$ cat src/rtl/tl_left_ctrl.sv
// Two-street traffic light controller with protected left-turn phases.
// Define TL_LEFT_SKIP_EN to skip a street's left phase when no left-turn request is pending.
module tl_left_ctrl #(
  parameter int unsigned GREEN_T  = 8,
  parameter int unsigned YELLOW_T = 2,
  parameter int unsigned LEFT_T   = 4
) (
  input  logic       clk,
  input  logic       reset,
  input  logic       ta,
  input  logic       tb,
  input  logic       lreq_a,
  input  logic       lreq_b,
  output logic [1:0] light_a,
  output logic [1:0] light_b,
  output logic [2:0] state
);

  typedef enum logic [2:0] {
    S0 = 3'd0, S1 = 3'd1, S2 = 3'd2, S3 = 3'd3,
    S4 = 3'd4, S5 = 3'd5, S6 = 3'd6, S7 = 3'd7
  } phase_e;

  localparam logic [1:0] LAMP_G = 2'b00;
  localparam logic [1:0] LAMP_Y = 2'b01;
  localparam logic [1:0] LAMP_R = 2'b10;
  localparam logic [1:0] LAMP_L = 2'b11;

  localparam logic [3:0] GREEN_TERM  = 4'(GREEN_T - 1);
  localparam logic [3:0] YELLOW_TERM = 4'(YELLOW_T - 1);
  localparam logic [3:0] LEFT_TERM   = 4'(LEFT_T - 1);

  phase_e     state_q, state_d;
  logic [3:0] timer_q, timer_d;
  logic       pend_a_q, pend_a_d;
  logic       pend_b_q, pend_b_d;
  logic [3:0] term;
  logic       at_term;
  logic       clear_a, clear_b;

  always_comb begin
    term = YELLOW_TERM;
    unique case (state_q)
      S0, S4:  term = GREEN_TERM;
      S2, S6:  term = LEFT_TERM;
      default: term = YELLOW_TERM;
    endcase
  end

  assign at_term = (timer_q == term);

  always_comb begin
    state_d = state_q;
    if (at_term) begin
      unique case (state_q)
        S0: if (!ta) state_d = S1;
`ifdef TL_LEFT_SKIP_EN
        S1: state_d = pend_a_q ? S2 : S4;
`else
        S1: state_d = S2;
`endif
        S2: state_d = S3;
        S3: state_d = S4;
        S4: if (!tb) state_d = S5;
`ifdef TL_LEFT_SKIP_EN
        S5: state_d = pend_b_q ? S6 : S0;
`else
        S5: state_d = S6;
`endif
        S6: state_d = S7;
        S7: state_d = S0;
        default: state_d = S0;
      endcase
    end
  end

  // A request is consumed both on the entry edge and throughout the left/left-yellow pair.
  assign clear_a = (state_q inside {S2, S3}) || (state_d inside {S2, S3});
  assign clear_b = (state_q inside {S6, S7}) || (state_d inside {S6, S7});

  always_comb begin
    pend_a_d = (pend_a_q | lreq_a) & ~clear_a;
    pend_b_d = (pend_b_q | lreq_b) & ~clear_b;
    if (state_d != state_q) begin
      timer_d = '0;
    end else if (at_term) begin
      timer_d = timer_q;
    end else begin
      timer_d = timer_q + 4'd1;
    end
  end

  always_ff @(posedge clk or negedge reset) begin
    if (!reset) begin
      state_q  <= S0;
      timer_q  <= '0;
      pend_a_q <= 1'b0;
      pend_b_q <= 1'b0;
    end else begin
      state_q  <= state_d;
      timer_q  <= timer_d;
      pend_a_q <= pend_a_d;
      pend_b_q <= pend_b_d;
    end
  end

  always_comb begin
    light_a = LAMP_R;
    light_b = LAMP_R;
    unique case (state_q)
      S0: begin light_a = LAMP_G; light_b = LAMP_R; end
      S1: begin light_a = LAMP_Y; light_b = LAMP_R; end
      S2: begin light_a = LAMP_L; light_b = LAMP_R; end
      S3: begin light_a = LAMP_Y; light_b = LAMP_R; end
      S4: begin light_a = LAMP_R; light_b = LAMP_G; end
      S5: begin light_a = LAMP_R; light_b = LAMP_Y; end
      S6: begin light_a = LAMP_R; light_b = LAMP_L; end
      S7: begin light_a = LAMP_R; light_b = LAMP_Y; end
      default: begin light_a = LAMP_R; light_b = LAMP_R; end
    endcase
  end

  assign state = state_q;

endmodule

$ cat config.mk
export PLATFORM = sky130hd
export DESIGN_NAME = tl_left_ctrl
export DESIGN_NICKNAME = d
export VERILOG_FILES = /design/src/rtl/tl_left_ctrl.sv
export SDC_FILE = /design/constraint.sdc
export NUM_CORES = 1
export LEC_CHECK = 0
export CORE_MARGIN = 3
export CORE_UTILIZATION = 42
export DETAILED_ROUTE_END_ITERATION = 10
export PLACE_DENSITY = 0.81
export SLEW_MARGIN = 10
export SYNTH_ARGS = -nofsm -noshare
export SYNTH_HDL_FRONTEND = slang
export SYNTH_SLANG_ARGS = --single-unit
$ cat constraint.sdc
create_clock -name clk -period 1.6 [get_ports clk]
set_clock_uncertainty 0.05 [all_clocks]
set_input_delay 0.24 -clock clk [delete_from_list [all_inputs] [get_ports clk]]
set_output_delay 0.24 -clock clk [all_outputs]
set_load 0.005 [all_outputs]
# After elaboration in Yosys (flattened, before gate mapping)
# Memory sizes are Yosys's and may differ from the RTL's.
# Cells that the tools add are included.
[totals]
elab_cells = 24
input_bits = 6
memories = 1
mem_bits_ro = 32
out_inout_bits = 7
register_bits = 7
[memory_table]
columns = ["memory", "words", "word_bits", "read_ports", "rd_clocked_by_memory_dff", "wr", "line", "source"]
rows = [
  ["(no name shown)", 8, 4, 1, 0, 0, "110", "unique case (state_q)"],
]
[classes]
n_eq_ne = 10
mux = 7
reduce_logical = 3
add_sub_neg = 1
[ops]
columns = ["cell", "count"]
rows = [
  ["one-hot mux 3 bit (8 select lines)", 1],
  ["equality test 3 bit, second input constant", 4],
  ["two-way mux 3 bit", 3],
  ["two-way mux 4 bit", 2],
  ["equality test 3 x 2 -> 1 bit, second input constant", 2],
  ["one-hot mux 3 bit (2 select lines)", 1],
  ["adder 4 x 1 -> 4 bit, second input constant", 1],
  ["equality test 4 bit", 1],
  ["OR reduction 2 bit", 2],
  ["equality test 3 x 1 -> 1 bit, second input constant", 1],
  ["logical NOT 3 bit", 1],
  ["!= test 3 bit", 1],
  ["!= test 2 x 1 -> 1 bit, second input constant", 1],
]

# Longest topological paths before layout
[depth]
word_depth = 7
depth_mapped = 6
depth_no_buf = 6

# Worst setup path after synthesis
# Ideal clock, no wire load.
[synth_path]
path_type = "register to register"
start = "reg state_q[0] (netlist: state[0])"
end = "reg timer_q[0]"
path_buffers = 0
slack_ns = -0.228
period_less_slack_ns = 1.828
path_stages_with_launch = 7
required_ns = 1.416
setup_ns = 0.134
arrival_time_ns = 1.645
path_cell_list = "dfrtp_1 -> inv_1 -> ha_1 -> or2b_2 -> a2111o_1 -> o2111ai_1 -> o21ai_0"
[synth_between]
elab_chain_len = 7
elab_cells_between_ends = 19
cone_classes = "10 x eq/ne; 6 x mux; 3 x reduce/logical"
[synth_lines]
columns = ["element", "line", "source"]
rows = [
  ["start: declaration", "33", "phase_e state_q, state_d;"],
  ["start signal: assignment", "100", "state_q <= state_d;"],
  ["equality test 3 x 2 -> 1 bit (tied with other cells)", "43, 55", ""],
  ["OR reduction 2 bit", "43", "unique case (state_q)"],
  ["one-hot mux 3 bit (2 select lines)", "43", ""],
  ["equality test 4 bit", "50", "assign at_term = (timer_q == term);"],
  ["two-way mux 3 bit", "54", "if (at_term) begin"],
  ["!= test 3 bit", "84", "if (state_d != state_q) begin"],
  ["!= test 2 x 1 -> 1 bit (no source line) / two-way mux 4 bit (equally long branches)", "--", ""],
  ["end signal: assignment", "101", "timer_q <= timer_d;"],
  ["end: declaration", "34", "logic [3:0] timer_q, timer_d;"],
]
# Several ways; a longest one is shown, not always the timed one.
# A chain may end at the register's enable or synchronous reset.

# Worst setup path in the final report
[layout_path]
start = "reg state_q[0] (netlist: state[0])"
end = "reg timer_q[2]"
# Same word-level chain as after synthesis.

==> results.toml <==
[power]
portion_of_total_power_attributed_to_the_clock_network_pct = 6.3
switching_share_pct = 41.7
pwr_density_cell_mw_per_mm2 = 2500
max-vdd-ir-drop_mv = 1.55
netSwitchingPower_uw = 997
power_mw = 2.39
pwr-share-comb_pct = 76.2
power_frac_seq_pct = 17.5
intPower_mw = 1.39
cellLeakagePower_nw = 0.422

[sta]
timing.final.crit_period_ns = 1.72
setup-violations-final = 6
maxSlewViolCount = 0
relSlewSlack_pct = 80.9
layout_worst_path_cycle_share_pct = 107
final_hold_viol_count = 0
final_critical_path_setup_slack_ns = -0.118
rsz0062_at_grt = "true"
setup_tns_after_final_layout_ns = -0.345
timing.fmax_mhz = 582
worst_pin_slew_ns = 0.286
final.hold.worst_slack_ns = 0.194

[routing]
drtIter0Drc = 7
drc = 0
detail_route.wirelength_um = 1560
routed_wire_length_per_instance_um = 15.1
viasPerCell = 5.59
antenna_left = 0
first_pass_iters = 4
route.vias.total = 576

[final_layout]
fin_nets = 102
antenna-diode-count = 0
filler_cell_count = 77
final_layout_size_suffix_gt1_share_pct = 53.9
area_grow_syn2layout_pct = 69.8
final_design_area_no_fill_um2 = 958

[worst_setup_path]
data_arrival_time_at_the_worst_slack_endpoint_ns = 1.82
r2r-end = "timer_q[2]$_DFFE_PN0P_"
cp-end-kind = "register"
ff2ff_path_depth = 7
worstPathMaxFanout = 5
start_kind = "register"
crit_path_kind = "register to register"
rr_startpoint = "state[0]$_DFF_PN0_"
r2r_slack_ns = -0.12
data_required_time_at_the_worst_endpoint_ns = 1.70

[synth]
synth.avg_cell_area_um2 = 9.40
post_synth_fa_ha_maj_area_fraction_pct = 13.3
syn_nets = 72
simple_gate_portion_of_the_synthesized_area_pct = 17.5
main_combinational_cell_family_by_area_after_synthesis = "compound AO/OA/AOI/OAI gates"
distinct_cell_type_count_after_synthesis = 31
synth-warning-count = 0
synth.cell_area_um2 = 564
synth-xor-area-share_pct = 3.10
ys_seq_elements = 7
synth.mux.area_fraction_pct = 0
synth_seq_area_share_pct = 31.0
synth-compound-area-share_pct = 30.4
postSynthCellCount = 60

[run_status]
violations_in_the_final_reports = "setup timing"
status = "finished, violations left"

[placement]
io_buffers = 10
hpwlAfterDp_um = 983
dpl-instance-area_um2 = 802
finalWeightedCongestion = 0.845
detailedPlace.worstSlack_ns = -0.159

[floorplan]
floorplan.die_area_mm2 = 0.00182
floorplan.die.height_um = 42.7
io_pins = 13
die_x_um = 42.7
core-area_mm2 = 0.00119
core.rowCount = 12
initial_utilization_pct = 47.6

[global_routing]
grt.met3_usage_pct = 2.97
globalRoute.totalOverflow = 0
grt_max_degree = 11
grt_first_pass_wirelength_um = 2720
grt_use_met1_pct = 22.6
use_met2_pct = 32.3
grt.busiest_layer = "met2"
antenna_violations_before_repair = 0
grt_pass1_vias = 629
grt.total_usage_pct = 19.8

[clock_network]
num_cts_buffers = 3
clock-root-buffer = "clkbuf_4"
clk_pin_slew_ns = 0.05
holdBufCountCts = 0
cts_tree = "built"
insertion_delay_ns = 0.24
cts.sinks = 7
htreeDepth = 1
cts_max_path_bufs = 2

[flow_run]
cap_violations = 0

[hold_path]
timing.hold.worst.class = "input pin to asynchronous set/reset pin"
layout by cell type, fill, tap and decap left out, types with 2 or more instances in the layout:
master           Yosys  final
buf_4                1     14
ha_4                 0      5
clkdlybuf4s50_1      0      5
buf_6                0      4
dfrtp_1              7      4
nor2_1               4      3
nand3_1              3      3
a21oi_1              3      3
clkbuf_4             0      3
dfrtp_2              0      3
inv_4                0      2
nor2b_1              2      2
xnor2_2              0      2
a21o_1               2      2
nand2_1              2      2
inv_1                4      2
o21a_1               2      2
a31oi_1              3      2
clkbuf_2             0      2
logic make-up (layout without fill, tap and decap cells):
group / count (synthesis) / count (layout)
and+or+nand+nor: 18 / 18
buffers and inverters: 6 / 35
xor gates and xnor gates: 2 / 2
DFF: 7 / 7
AOI/OAI and AO/OA: 21 / 21
adders and majority gates: 6 / 6
sequential cells by signal (all words and copies together), names as in the netlist:
signal   flops
timer_q      4
state        3
repair_timing:
item,CTS,global route
resized for setup,24,7
setup endpoints to repair,11,12
hold endpoints to repair,0,0
pin swaps,8,1
setup buffers,5,0
metal layers:
| layer | wire [µm] | share of wire (%) | vias to the layer above |
|---|---|---|---|
| li1 | - | - | 285 |
| met1 | 664 | 43 | 266 |
| met2 | 775 | 50 | 21 |
| met3 | 70 | 4.5 | 4 |
| met4 | 48 | 3.1 | 0 |
| met5 | 0 | 0 | - |
cells in the mapped netlist:
library cell	instances	area share [%]
nand3_1	3	2.7
nor2_1	4	2.7
a311o_2	1	2.0
a2111o_1	1	2.0
a31oi_1	3	3.3
dfrtp_1	7	31
and3_1	1	1.1
o2bb2ai_1	1	1.6
a221oi_2	1	2.7
o21a_1	2	2.7
buf_1	1	0.66
or2_2	1	1.1
nand2b_1	1	1.1
a21o_1	2	2.7
xnor2_1	2	3.1
ha_1	6	13
or2b_2	1	1.6
a21oi_1	3	2.7
nand3b_1	1	1.3
inv_1	4	2.7
buf_4	1	1.3
a2111oi_2	1	2.7
nor3_1	1	0.89
a311oi_1	1	1.6
o21ai_0	2	1.8
a31o_2	1	1.6
o2111ai_1	1	1.6
nor2b_1	2	2.2
and2_4	1	1.6
nand2_1	2	1.3
a21bo_2	1	1.8
stage by stage:
stage / util (%) / cells
CTS: 79.6 / 103
floorplan: - / 60
finish: 80.8 / 103
global placement: 67.6 / 94
global route: 80.8 / 103
detailed placement: 67.6 / 94
power groups by stage:
stage                     sequential, mW  combinational [mW]  clock (mW)
after floorplan                    0.386               0.891           0
after global placement             0.414                1.39           0
after detailed placement           0.419                1.43           0
after CTS                          0.416                1.70       0.158
after global routing               0.438                1.97       0.177
final                              0.418                1.82       0.150
final cells by class:
type                            count  area [µm²]  area share (%)
Tap cell                           14        17.5            1.83
Timing Repair Buffer               27         231            24.2
Sequential cell                     7         179            18.7
Clock buffer                        4        26.3            2.74
Multi-Input combinational cell     47         484            50.5
Inverter                            4        20.0            2.09
how the worst max path moves through the flow:
stage                        endpoint  slack (ns)                from
3_5_place_dp   timer_q[2]$_DFFE_PN0P_       -0.16                  ta
5_1_grt            state[0]$_DFF_PN0_       -0.17  state[1]$_DFF_PN0_
3_3_place_gp   timer_q[2]$_DFFE_PN0P_       -0.20                  ta
2_1_floorplan  timer_q[2]$_DFFE_PN0P_       -0.01  state[1]$_DFF_PN0_
6_report       timer_q[2]$_DFFE_PN0P_       -0.12  state[0]$_DFF_PN0_
4_1_cts        timer_q[2]$_DFFE_PN0P_       -0.09  state[0]$_DFF_PN0_
critical path: stages, from the launching register on:
cell and delay, ns:
dfrtp_2 0.42, buf_6 0.14, ha_4 0.16, buf_4 0.13
nor2_2 0.11, nand3b_1 0.14, o2111ai_2 0.17, a221oi_2 0.28
No activity file was read; power rests on OpenSTA's default activity.
